--- config.mk ---
export PLATFORM = sky130hd
export DESIGN_NAME = hub75_frame_scan_flat
export DESIGN_NICKNAME = d
export VERILOG_FILES = /design/src/rtl/hub75_frame_scan_pkg.sv /design/src/rtl/hub75_frame_scan_if.sv /design/src/rtl/hub75_bcm_timer.sv /design/src/rtl/hub75_frame_scan.sv /design/src/flat_wrapper.sv
export SDC_FILE = /design/constraint.sdc
export NUM_CORES = 1
export LEC_CHECK = 0
export BUFFER_PORTS_ARGS = -buffer_cell sky130_fd_sc_hd__buf_4
export CORE_MARGIN = 1
export CORE_UTILIZATION = 39
export DETAILED_ROUTE_END_ITERATION = 7
export PLACE_DENSITY_LB_ADDON = 0.3
export SETUP_SLACK_MARGIN = 0.05
export SLEW_MARGIN = 20
export SYNTH_ARGS = -nofsm -noshare
export SYNTH_HDL_FRONTEND = slang
export SYNTH_SLANG_ARGS = --single-unit
--- constraint.sdc ---
create_clock -name clk -period 2.32 [get_ports clk]
set_input_delay 0.348 -clock clk [delete_from_list [all_inputs] [get_ports clk]]
set_output_delay 0.348 -clock clk [all_outputs]
set_load 0.05 [all_outputs]
--- src/rtl/hub75_frame_scan_pkg.sv ---
// hub75_frame_scan_pkg
// Shared definitions for the split 64x64 frame buffer: pixel field offsets,
// pixel/address widths, default panel geometry (so the paint logic and the
// display reader agree on the upper/lower memory split) and the scan FSM
// state encoding.
package hub75_frame_scan_pkg;

  localparam int unsigned PIX_W         = 12;  // 12'hRGB, 4 bits per channel
  localparam int unsigned ADDR_W        = 12;  // row*IMG_WIDTH+col
  localparam int unsigned ROW_SEL_W     = 5;   // panel row address width

  localparam int unsigned R_LSB         = 8;
  localparam int unsigned G_LSB         = 4;
  localparam int unsigned B_LSB         = 0;

  localparam int unsigned DEF_IMG_WIDTH = 64;
  localparam int unsigned DEF_HALF_ROWS = 32;

  typedef enum logic [2:0] {
    ST_FETCH   = 3'd0,
    ST_LOAD    = 3'd1,
    ST_CLOCK   = 3'd2,
    ST_LATCH   = 3'd3,
    ST_DISPLAY = 3'd4
  } scan_state_t;

  // Extract the {R,G,B} bits of one bit-plane from a 12'hRGB pixel.
  function automatic logic [2:0] plane_bits(input logic [PIX_W-1:0] pix,
                                            input int unsigned        plane);
    logic [PIX_W-1:0] sh;
    sh = pix >> plane;
    return {sh[R_LSB], sh[G_LSB], sh[B_LSB]};
  endfunction

endpackage

--- src/rtl/hub75_frame_scan_if.sv ---
// hub75_frame_scan_if
// Bundles the frame-buffer read port and the HUB75 panel signals.
//   rd_addr            : read address into both half-frame memories
//   rd_data0/rd_data1  : upper/lower memory read data (1-cycle latency)
//   r0 g0 b0 / r1 g1 b1: upper/lower half colour lanes
//   sclk, latch, oe_n  : shift clock, latch pulse, active-low output enable
//   row_sel            : panel row address
//   frame_start        : pulse when row 0 / plane 0 scanning begins
// master = scanner side, slave = memory/panel side.
interface hub75_frame_scan_if;
  import hub75_frame_scan_pkg::*;

  logic [ADDR_W-1:0]    rd_addr;
  logic [PIX_W-1:0]     rd_data0;
  logic [PIX_W-1:0]     rd_data1;
  logic                 r0, g0, b0;
  logic                 r1, g1, b1;
  logic                 sclk;
  logic                 latch;
  logic                 oe_n;
  logic [ROW_SEL_W-1:0] row_sel;
  logic                 frame_start;

  modport master (
    output rd_addr,
    input  rd_data0, rd_data1,
    output r0, g0, b0, r1, g1, b1,
    output sclk, latch, oe_n, row_sel, frame_start
  );

  modport slave (
    input  rd_addr,
    output rd_data0, rd_data1,
    input  r0, g0, b0, r1, g1, b1,
    input  sclk, latch, oe_n, row_sel, frame_start
  );

endinterface

--- src/rtl/hub75_bcm_timer.sv ---
// hub75_bcm_timer
// Binary-coded-modulation display timer. A load pulse starts a window of
// BASE_TIME<<plane cycles; active is high for exactly that many cycles
// following the load, done flags the last active cycle.
//   clk, reset : clock, synchronous active-high reset
//   load       : start a new display window
//   plane      : bit-plane selecting the window length
//   active     : display window in progress (panel oe_n = ~active)
//   done       : final cycle of the window
module hub75_bcm_timer #(
  parameter int unsigned BASE_TIME  = 16,
  parameter int unsigned COLOR_BITS = 4,
  parameter int unsigned PLANE_W    = 2
) (
  input  logic               clk,
  input  logic               reset,
  input  logic               load,
  input  logic [PLANE_W-1:0] plane,
  output logic               active,
  output logic               done
);

  localparam int unsigned MAX_TIME = BASE_TIME << (COLOR_BITS - 1);
  localparam int unsigned CNT_W    = $clog2(MAX_TIME + 1);

  logic [CNT_W-1:0] cnt;

  always_ff @(posedge clk) begin
    if (reset) begin
      cnt <= '0;
    end else if (load) begin
      cnt <= CNT_W'(BASE_TIME) << plane;
    end else if (cnt != '0) begin
      cnt <= cnt - CNT_W'(1);
    end
  end

  assign active = (cnt != '0);
  assign done   = (cnt == CNT_W'(1));

endmodule

--- src/rtl/hub75_frame_scan.sv ---
// hub75_frame_scan
// Display-side reader for the split frame buffer. Both half memories are
// scanned in parallel one row pair at a time; each row is shifted out once
// per bit-plane and shown for BASE_TIME<<plane cycles (binary-coded
// modulation). Shifting and display never overlap.
//   clk, reset : clock, synchronous active-high reset
//   bus        : hub75_frame_scan_if.master (memory read port + panel pins)
module hub75_frame_scan
  import hub75_frame_scan_pkg::*;
#(
  parameter int unsigned IMG_WIDTH  = DEF_IMG_WIDTH,
  parameter int unsigned HALF_ROWS  = DEF_HALF_ROWS,
  parameter int unsigned COLOR_BITS = 4,
  parameter int unsigned BASE_TIME  = 16
) (
  input  logic               clk,
  input  logic               reset,
  hub75_frame_scan_if.master bus
);

  localparam int unsigned COL_W   = (IMG_WIDTH  > 1) ? $clog2(IMG_WIDTH)  : 1;
  localparam int unsigned ROW_W   = (HALF_ROWS  > 1) ? $clog2(HALF_ROWS)  : 1;
  localparam int unsigned PLANE_W = (COLOR_BITS > 1) ? $clog2(COLOR_BITS) : 1;

  localparam logic [COL_W-1:0]   LAST_COL   = COL_W'(IMG_WIDTH - 1);
  localparam logic [ROW_W-1:0]   LAST_ROW   = ROW_W'(HALF_ROWS - 1);
  localparam logic [PLANE_W-1:0] LAST_PLANE = PLANE_W'(COLOR_BITS - 1);

  scan_state_t          state, state_n;
  logic [COL_W-1:0]     col, col_n;
  logic [ROW_W-1:0]     row, row_n;
  logic [PLANE_W-1:0]   plane, plane_n;
  logic                 timer_load;
  logic                 timer_active;
  logic                 timer_done;
  logic [5:0]           colour_q;   // {r0,g0,b0,r1,g1,b1}
  logic [ROW_SEL_W-1:0] row_sel_q;
  logic [ADDR_W-1:0]    addr_c;

  hub75_bcm_timer #(
    .BASE_TIME  (BASE_TIME),
    .COLOR_BITS (COLOR_BITS),
    .PLANE_W    (PLANE_W)
  ) u_timer (
    .clk    (clk),
    .reset  (reset),
    .load   (timer_load),
    .plane  (plane),
    .active (timer_active),
    .done   (timer_done)
  );

  // State and scan position registers.
  always_ff @(posedge clk) begin
    if (reset) begin
      state <= ST_FETCH;
      col   <= '0;
      row   <= '0;
      plane <= '0;
    end else begin
      state <= state_n;
      col   <= col_n;
      row   <= row_n;
      plane <= plane_n;
    end
  end

  // Next-state and scan position advance.
  always_comb begin
    state_n    = state;
    col_n      = col;
    row_n      = row;
    plane_n    = plane;
    timer_load = 1'b0;
    unique case (state)
      ST_FETCH:   state_n = ST_LOAD;
      ST_LOAD:    state_n = ST_CLOCK;
      ST_CLOCK: begin
        if (col == LAST_COL) begin
          col_n   = '0;
          state_n = ST_LATCH;
        end else begin
          col_n   = col + COL_W'(1);
          state_n = ST_FETCH;
        end
      end
      ST_LATCH: begin
        timer_load = 1'b1;
        state_n    = ST_DISPLAY;
      end
      ST_DISPLAY: begin
        if (timer_done) begin
          state_n = ST_FETCH;
          if (plane == LAST_PLANE) begin
            plane_n = '0;
            row_n   = (row == LAST_ROW) ? '0 : row + ROW_W'(1);
          end else begin
            plane_n = plane + PLANE_W'(1);
          end
        end
      end
      default:    state_n = ST_FETCH;
    endcase
  end

  // Colour lanes capture the current plane in LOAD (read data valid) and
  // stay put through the CLOCK cycle; row_sel only changes at the latch.
  always_ff @(posedge clk) begin
    if (reset) begin
      colour_q  <= '0;
      row_sel_q <= '0;
    end else begin
      if (state == ST_LOAD) begin
        colour_q <= {plane_bits(bus.rd_data0, int'(plane)),
                     plane_bits(bus.rd_data1, int'(plane))};
      end
      if (state == ST_LATCH) begin
        row_sel_q <= ROW_SEL_W'(row);
      end
    end
  end

  // The address is decoded straight from the position counters, so it is
  // already valid in FETCH and reads 0 whenever the counters are reset.
  always_comb begin
    addr_c = ADDR_W'(row) * ADDR_W'(IMG_WIDTH) + ADDR_W'(col);
  end

  assign bus.rd_addr     = addr_c;
  assign {bus.r0, bus.g0, bus.b0, bus.r1, bus.g1, bus.b1} = colour_q;
  assign bus.sclk        = (state == ST_CLOCK);
  assign bus.latch       = (state == ST_LATCH);
  assign bus.oe_n        = ~timer_active;
  assign bus.row_sel     = row_sel_q;
  // Decoded from state so it is already high in the first FETCH after reset.
  assign bus.frame_start = ~reset && (state == ST_FETCH) &&
                           (col == '0) && (row == '0) && (plane == '0);

endmodule

--- src/flat_wrapper.sv ---
// flat-port wrapper written by rule: the top's interface ports become plain ports
module hub75_frame_scan_flat import hub75_frame_scan_pkg::*;
#(
  parameter int unsigned IMG_WIDTH  = DEF_IMG_WIDTH,
  parameter int unsigned HALF_ROWS  = DEF_HALF_ROWS,
  parameter int unsigned COLOR_BITS = 4,
  parameter int unsigned BASE_TIME  = 16
)
  (clk, reset, bus_rd_addr, bus_rd_data0, bus_rd_data1, bus_r0, bus_g0, bus_b0, bus_r1, bus_g1, bus_b1, bus_sclk, bus_latch, bus_oe_n, bus_row_sel, bus_frame_start);
  hub75_frame_scan_if bus_i ();
  input  logic clk;
  input  logic reset;
  output wire logic [$bits(bus_i.rd_addr)-1:0] bus_rd_addr;
  input wire logic [$bits(bus_i.rd_data0)-1:0] bus_rd_data0;
  input wire logic [$bits(bus_i.rd_data1)-1:0] bus_rd_data1;
  output wire logic [$bits(bus_i.r0)-1:0] bus_r0;
  output wire logic [$bits(bus_i.g0)-1:0] bus_g0;
  output wire logic [$bits(bus_i.b0)-1:0] bus_b0;
  output wire logic [$bits(bus_i.r1)-1:0] bus_r1;
  output wire logic [$bits(bus_i.g1)-1:0] bus_g1;
  output wire logic [$bits(bus_i.b1)-1:0] bus_b1;
  output wire logic [$bits(bus_i.sclk)-1:0] bus_sclk;
  output wire logic [$bits(bus_i.latch)-1:0] bus_latch;
  output wire logic [$bits(bus_i.oe_n)-1:0] bus_oe_n;
  output wire logic [$bits(bus_i.row_sel)-1:0] bus_row_sel;
  output wire logic [$bits(bus_i.frame_start)-1:0] bus_frame_start;
  assign bus_rd_addr = bus_i.rd_addr;
  assign bus_i.rd_data0 = bus_rd_data0;
  assign bus_i.rd_data1 = bus_rd_data1;
  assign bus_r0 = bus_i.r0;
  assign bus_g0 = bus_i.g0;
  assign bus_b0 = bus_i.b0;
  assign bus_r1 = bus_i.r1;
  assign bus_g1 = bus_i.g1;
  assign bus_b1 = bus_i.b1;
  assign bus_sclk = bus_i.sclk;
  assign bus_latch = bus_i.latch;
  assign bus_oe_n = bus_i.oe_n;
  assign bus_row_sel = bus_i.row_sel;
  assign bus_frame_start = bus_i.frame_start;
  hub75_frame_scan #(.IMG_WIDTH(IMG_WIDTH), .HALF_ROWS(HALF_ROWS), .COLOR_BITS(COLOR_BITS), .BASE_TIME(BASE_TIME)) u_core (.clk(clk), .reset(reset), .bus(bus_i));
endmodule
==> flow_metrics.tcl, run 1 <==
set metrics [dict create \
    ys_ff_latch 35 \
    end_kind "output port" \
    hold_path.class "input pin to flop" \
    ant_nets 0 \
    arrival_ns 1.74 \
    drt-initial-drc-count 47 \
    outcome "finished, final reports clean" \
    gp_congestion 0.7593 \
    critPathTopFamily "flip-flops" \
    tightest_slew_ns 0.5855 \
    setup-tns-final_ns 0 \
    area_growth_pct 30.84 \
    synth_top_area_share_pct 38.81 \
    std_cell_rows 24 \
    design.die.area_um2 4906 \
    cts_tree "yes" \
    fmax_mhz 479.9 \
    wl_met1_mm 1.708 \
    cts_buffer_depth 2 \
    async_flop_share_pct 0 \
    grt_max_degree 32 \
    startpoint "u_core.plane[0]" \
    clkTransAtPathRegs_ns 0.07 \
    syn_inst 199 \
    synth-edff-count 0 \
    nets 288 \
    power.leakage_nw 1.018 \
    clkLatencyLatePin_ns 0.29 \
    slowest_delay_ns 0.68 \
    skew_ns 0.005115 \
    synth.yosys.warnings 0 \
    grt_first_pass_wirelength_mm 6.617 \
    setup_viol 0 \
    drv_slew 0 \
    drcViolationCount 0 \
    antenna_found_initial 0 \
    start_util_pct 40.90 \
    synth.distinct_cells 39 \
    crit-reg2reg-launch "u_core.plane[0]" \
    h-tree-depth 2 \
    root_buffer "clkbuf_8" \
    synth_top_flop_cell "dfxtp_1" \
    core_um2 4414 \
    required_ns 1.97 \
    dr.pass1.iters 4 \
    hold_slack_ns 0.4337 \
    hold_path_startpoint "reset" \
    ys_top_cells_by_area "dfxtp_1, ha_1, mux4_2" \
    final.min_clock_period_ns 2.084 \
    fin_ws_ns 0.2360 \
    dr.max_layer_used "met4" \
    netlist_area_um2 1805 \
    crit_fanout 11 \
    cts.sink_count 35 \
    synth_seq_area_share_pct 38.81 \
    grt_setup_unrepaired "false" \
    design_area_um2 2362 \
    pin_count 53 \
    cts_hold_buf 0 \
    n_antenna_cell 0 \
    power_mw 1.911 \
    vias 1584 \
    port_buffers 51 \
    die_y_um 70.04 \
    path_cells "inv_1, ha_1, nand4b_1, nor3_2, buf_4" \
    die_x_um 70.04 \
    wl_per_cell_um 12.88 \
    synth_top_area_cell "dfxtp_1" \
    avgSynthCellArea_um2 9.073 \
    cp.buffers_inverters 2 \
    routed_wl_mm 3.917 \
    worstSetupPathType "flop to output port" \
    drive_gt1_share_pct 30.16 \
    dp_worst_setup_slack_ns 0.4623 \
    start_kind "flop" \
    ir_worst_vdd_v 0.0004084 \
    fin_crit_sh_pct 89.83 \
    route.met3.wl_um 305 \
    gr-total-overflow 0 \
    syn_nets 236 \
    avgViaCountPerCell 5.211 \
    grt_pass1_vias 1510 \
    wl_met2_mm 1.802 \
    drv_cap 0 \
    dp_hpwl_mm 2.909 \
    slew_headroom_pct 60.61 \
    hold_viol 0 \
    track_usage_pct 17.18 \
    p_per_area_nw_per_um2 809.0 \
    numCtsBuffers 5 \
    cp_slowest_cell "dfxtp_1" \
    place_area_um2 2240 \
]
==> cell usage after synthesis (4+ instances only) <==
cell type,instances
a21oi_1,19
nor3_1,8
nand2_1,30
inv_1,8
clkbuf_1,7
ha_1,11
dfxtp_1,35
mux4_2,6
nor2_1,17
nand3_1,4
xnor2_1,4
==> layout make-up <==
cell class | count | area [µm²]
fillers | 408 | 2052
multi-input cells | 146 | 1044
flip-flops and latches | 35 | 700.7
repair buffers | 53 | 397.9
clock buffers | 6 | 82.58
well taps | 52 | 65.06
inverters | 10 | 37.54
clock inverters | 2 | 35.03
==> logic make-up after synthesis <==
kind of cell,count (synthesis),share of synthesized area [%]
AO/OA/AOI/OAI,32,10.46
XOR/XNOR,7,3.396
adder cells (fa/ha/maj),11,7.623
buffers and inverters,18,3.951
flip-flops,35,38.81
multiplexers,9,9.148
other,1,0.2077
AND/OR/NAND/NOR,86,26.40
==> routing by layer <==
layer	track usage, %	up-vias
li1	-	802
met1	20.22	721
met2	28.10	51
met3	5.339	10
met4	8.667	0
met5	0	-
==> flip-flops by register name (all words and copies together), names as in the netlist <==
| signal | cells |
|---|---|
| u_core.u_timer.cnt | 8 |
| u_core.row | 5 |
| u_core.bus.row_sel | 5 |
| u_core.col | 6 |
| u_core.colour_q | 6 |
| u_core.state | 3 |
| u_core.plane | 2 |
==> worst paths after layout <==
| check | endpoint | slack (ns) | cells after the start |
|---|---|---|---|
| max | bus_frame_start | 0.24 | 5 |
| min | u_core.col[2] | 0.43 | 2 |
| max reg2reg | u_core.row[3] | 0.45 | 4 |
| min reg2reg | u_core.colour_q[4] | 0.45 | 2 |
==> per-stage QoR <==
step / utilization, % / instances
after floorplan: - / 199
after global placement: 50.74 / 296
after detailed placement: 50.74 / 296
after CTS: 53.40 / 304
after global routing: 53.51 / 304
final: 53.51 / 304
==> layout by cell type, fill, tap and decap left out, types with 3 or more instances in the layout <==
cell      instances
buf_4            53
dfxtp_1          35
nand2_1          30
a21oi_1          19
nor2_1           17
ha_1             11
inv_1             8
nor3_1            7
mux4_2            6
clkbuf_8          6
nor3b_2           4
nand3_1           4
xnor2_1           4
nand3b_1          3
o31ai_1           3
mux2i_1           3
and3_1            3
xor2_1            3
==> repair_timing <==
item                                    in CTS  in global routing
endpoints found under the setup margin       0                  1
buffers inserted                             0                  0
gates resized for setup                      0                  1
==> power by group <==
part / switching, mW / internal (mW)
clock: 0.215 / 0.347
sequential: 0.0810 / 0.665
combinational: 0.345 / 0.256
No activity file was read; power rests on OpenSTA's default activity.
==> run 2: changes to the inputs <==
Settings changed: PLACE_DENSITY_LB_ADDON 0.3 to 0.2.
==> flow_metrics.tcl, run 2 (synthesis results as in run 1) <==
set metrics [dict create \
    crit-reg2reg-launch "u_core.plane[0]" \
    dr.pass1.iters 4 \
    top_regs "u_core.u_timer.cnt (8), u_core.col (6), u_core.colour_q (6)" \
    grt_max_degree 32 \
    cts_setup_buffers 0 \
    area_growth_pct 29.11 \
    layout_common_cells "buf_4, dfxtp_1, nand2_1" \
    cts.sink_count 35 \
    dp_hpwl_mm 2.851 \
    gp_congestion 0.7702 \
    gr-total-overflow 0 \
    cp_slowest_cell "dfxtp_1" \
    ant_nets 0 \
    place_area_um2 2247 \
    setup_viol 0 \
    fmax_mhz 465.6 \
    final_common_cell "buf_4" \
    track_usage_pct 16.84 \
    die_y_um 70.04 \
    clkTransAtPathRegs_ns 0.07 \
    fin_crit_sh_pct 92.58 \
    clkLatencyLatePin_ns 0.29 \
    power.leakage_nw 1.007 \
    antenna_found_initial 0 \
    skew_ns 0.006365 \
    cts_tree "yes" \
    pin_count 53 \
    die_x_um 70.04 \
    root_buffer "clkbuf_8" \
    p_per_area_nw_per_um2 758.0 \
    reg2regPathDepth 4 \
    hold_path_startpoint "reset" \
    avgViaCountPerCell 5.154 \
    std_cell_rows 24 \
    slew_headroom_pct 60.43 \
    design_area_um2 2331 \
    final.min_clock_period_ns 2.148 \
    outcome "finished, final reports clean" \
    wl_per_cell_um 12.70 \
    drv_slew 0 \
    grt_pass1_vias 1464 \
    numCtsBuffers 5 \
    slowest_delay_ns 0.34 \
    vias 1572 \
    nets 289 \
    start_kind "flop" \
    tightest_slew_ns 0.5882 \
    n_fill_cell 431 \
    cts_hold_buf 0 \
    drcViolationCount 0 \
    largest_reg_flops 8 \
    ff2ff_setup_slack_ns 0.50 \
    path_cells "inv_1, ha_1, nor3b_1, nand2_1, inv_2, buf_4" \
    hold_viol 0 \
    grt_first_pass_wirelength_mm 6.568 \
    cts_buffer_depth 2 \
    drv_cap 0 \
    port_buffers 51 \
    arrival_ns 1.80 \
    multiInputGateArea_um2 1039 \
    n_antenna_cell 0 \
    fin_ws_ns 0.1721 \
    cts_resized 0 \
    core_um2 4414 \
    grt_setup_unrepaired "false" \
    routed_wl_mm 3.872 \
    design.die.area_um2 4906 \
    largest-register "u_core.u_timer.cnt" \
    startpoint "u_core.u_timer.cnt[0]" \
    required_ns 1.97 \
    drt-initial-drc-count 35 \
    drive_gt1_share_pct 30.04 \
    ir_worst_vdd_v 0.0004693 \
    whs_path_depth 2 \
    worstSetupPathType "flop to output port" \
    hold_path.class "input pin to flop" \
    setup-tns-final_ns 0 \
    end_kind "output port" \
    dp_worst_setup_slack_ns 0.4779 \
    seq_area_um2 700.7 \
    start_util_pct 40.90 \
    h-tree-depth 2 \
    crit_fanout 5 \
]
-- run 2: routing by layer --
layer | vias to the layer above | part of all wire (%) | track usage, %
met5 | - | 0 | 0
met4 | 0 | 2.4 | 7.111
met3 | 10 | 8.1 | 6.349
met2 | 55 | 43 | 26.18
met1 | 704 | 47 | 20.86
li1 | 803 | - | -
-- run 2: path summary, 6_finish.rpt --
path                                 to
hold / removal            u_core.col[1]
setup reg to reg          u_core.row[3]
hold reg to reg   u_core.bus.row_sel[3]
setup / recovery               bus_oe_n
-- run 2: power by group --
part	switching [mW]	internal, mW	total, mW
combinational	0.352	0.254	0.606
sequential	0.0805	0.665	0.746
clock	0.210	0.205	0.415
-- run 2: cell type report --
| type | instances | share of cell area (%) |
|---|---|---|
| multi-input cells | 146 | 44.55 |
| flip-flops and latches | 35 | 30.06 |
| repair buffers | 54 | 17.39 |
| clock buffers | 5 | 2.952 |
| well taps | 52 | 2.791 |
| inverters | 10 | 1.610 |
| clock inverters | 3 | 0.6441 |
-- run 2: critical path, delay by kind of cell, from the launching register on --
family,cells,cell delay (ns)
adders and majority gates,1,0.19
and+or+nand+nor,2,0.56
DFF,1,0.34
buffers and inverters,3,0.43
-- run 2: per-stage QoR --
step / hold WS [ns] / utilization, % / power [mW] / instances
final: 0.4357 / 52.81 / 1.767 / 305
after global routing: 0.4492 / 52.81 / 1.883 / 305
after detailed placement: 0.4505 / 50.91 / 1.360 / 297
after floorplan: 0.4940 / - / 1.205 / 199
after CTS: 0.4341 / 52.81 / 1.787 / 305
after global placement: 0.4449 / 50.91 / 1.359 / 297
==> run 3: changes to the inputs <==
Settings changed: CORE_UTILIZATION 39 to 51.
==> flow_metrics.tcl, run 3 (synthesis results as in run 1) <==
set metrics [dict create \
    outcome "finished, final reports clean" \
    ff2ff_setup_slack_ns 0.48 \
    crit_fanout 11 \
    die_x_um 61.50 \
    crit-reg2reg-launch "u_core.plane[0]" \
    end_kind "output port" \
    switchingPower_mw 0.6301 \
    gr-total-overflow 0 \
    power_mw 1.742 \
    dp_worst_setup_slack_ns 0.4815 \
    grt_pass1_vias 1355 \
    use_met2_pct 34.72 \
    drv_slew 0 \
    antenna_found_initial 0 \
    hold_end "u_core.col[4]" \
    h-tree-depth 2 \
    pwr-share-clk_pct 21.6 \
    grt_max_degree 32 \
    hold_path_startpoint "reset" \
    path_cells "inv_1, ha_1, nand4b_1, nor3_2, buf_4" \
    design.die.area_um2 3782 \
    setup-tns-final_ns 0 \
    skew_ns 0.006881 \
    drt-initial-drc-count 38 \
    layout_common_cells "buf_4, dfxtp_1, nand2_1" \
    drv_cap 0 \
    hold_viol 0 \
    setup_viol 0 \
    power.leakage_nw 1.000 \
    track_usage_pct 21.12 \
    slowest_delay_ns 0.66 \
    arrival_ns 1.75 \
    tightest_slew_ns 0.5194 \
    required_ns 1.97 \
    design_area_um2 2313 \
    ir_worst_vdd_v 0.0005194 \
    wl_per_cell_um 12.62 \
    start_kind "flop" \
    final_util_pct 68.79 \
    top_usage_layer "met2" \
    area_growth_pct 28.14 \
    final.min_clock_period_ns 2.099 \
    cts.sink_count 35 \
    fin_cells 299 \
    ant_nets 0 \
    clkLatencyLatePin_ns 0.34 \
    final_common_cell "buf_4" \
    start_util_pct 53.68 \
    fin_ws_ns 0.2213 \
    switching_share_pct 36.16 \
    worstSetupPathType "flop to output port" \
    vias 1616 \
    std_cell_rows 21 \
    nets 289 \
    cp_slowest_cell "dfxtp_1" \
    root_buffer "clkbuf_4" \
    core_um2 3363 \
    fmax_mhz 476.5 \
    gr-usage-met3_pct 5.252 \
    grt_setup_unrepaired "false" \
    grt_first_pass_wirelength_mm 5.802 \
    hold_path.class "input pin to flop" \
    reg2regPathDepth 4 \
    r2r_end "u_core.row[3]" \
    drive_gt1_share_pct 30.04 \
    numCtsBuffers 5 \
    routed_wl_mm 3.774 \
    hold_slack_ns 0.3752 \
    whs_path_depth 2 \
    top_regs "u_core.u_timer.cnt (8), u_core.col (6), u_core.colour_q (6)" \
    die_y_um 61.50 \
    slew_headroom_pct 65.32 \
    n_antenna_cell 0 \
    dp_hpwl_mm 2.741 \
    place_area_um2 2240 \
    seqPwrFrac_pct 43.0 \
    dp.cells 291 \
    avgViaCountPerCell 5.405 \
    dr.pass1.iters 4 \
    p_per_area_nw_per_um2 753.2 \
    cts_tree "yes" \
    gp_congestion 0.7610 \
    largest_reg_flops 8 \
    p_int_mw 1.112 \
    fin_crit_sh_pct 90.46 \
    clkTransAtPathRegs_ns 0.10 \
    pin_count 53 \
    drcViolationCount 0 \
    cts_buffer_depth 2 \
    use_met1_pct 25.64 \
    largest-register "u_core.u_timer.cnt" \
    port_buffers 51 \
    pwr-share-comb_pct 35.5 \
]
-- run 3: final cells by class --
type / count / area [µm²]
tap: 46 / 57.56
timing repair buffer: 54 / 405.4
clock buffer: 8 / 68.82
inverter: 10 / 37.54
multi-input combinational: 146 / 1044
sequential: 35 / 700.7
fill: 307 / 1050
-- run 3: power groups by stage --
stage / clock network, mW / registers, mW / logic (mW)
after global placement: 0 / 0.756 / 0.611
after detailed placement: 0 / 0.759 / 0.612
after floorplan: 0 / 0.780 / 0.425
after CTS: 0.387 / 0.745 / 0.615
final: 0.376 / 0.749 / 0.618
after global routing: 0.417 / 0.764 / 0.685
-- run 3: metal layers --
| layer | vias to the layer above | wire, µm |
|---|---|---|
| li1 | 805 | - |
| met1 | 748 | 1725 |
| met2 | 56 | 1681 |
| met3 | 7 | 310 |
| met4 | 0 | 56 |
| met5 | - | 0 |
-- run 3: how the worst max path moves through the flow --
stage / startpoint / to / slack [ns] / cells past startpoint
2_1_floorplan: u_core.row[2] / bus_frame_start / 0.21 / 2
3_3_place_gp: u_core.plane[0] / u_core.row[3] / 0.54 / 4
3_5_place_dp: u_core.plane[0] / u_core.row[3] / 0.48 / 4
4_1_cts: u_core.u_timer.cnt[0] / bus_oe_n / 0.15 / 6
5_1_grt: u_core.plane[0] / bus_frame_start / 0.06 / 5
6_report: u_core.plane[0] / bus_frame_start / 0.22 / 5
-- run 3: timing repair --
action / 4_1_cts / 5_1_grt
hold buffers: 0 / 0
setup endpoints to repair: 0 / 1
buffers inserted: 0 / 0
resized for setup: 0 / 1
-- run 3: worst max-delay path, delay by kind of cell, from the launching register on --
kind	cells	cell delay [ns]
buffers and inverters	2	0.31
adders and majority gates	1	0.26
DFF	1	0.66
and+or+nand+nor	2	0.17
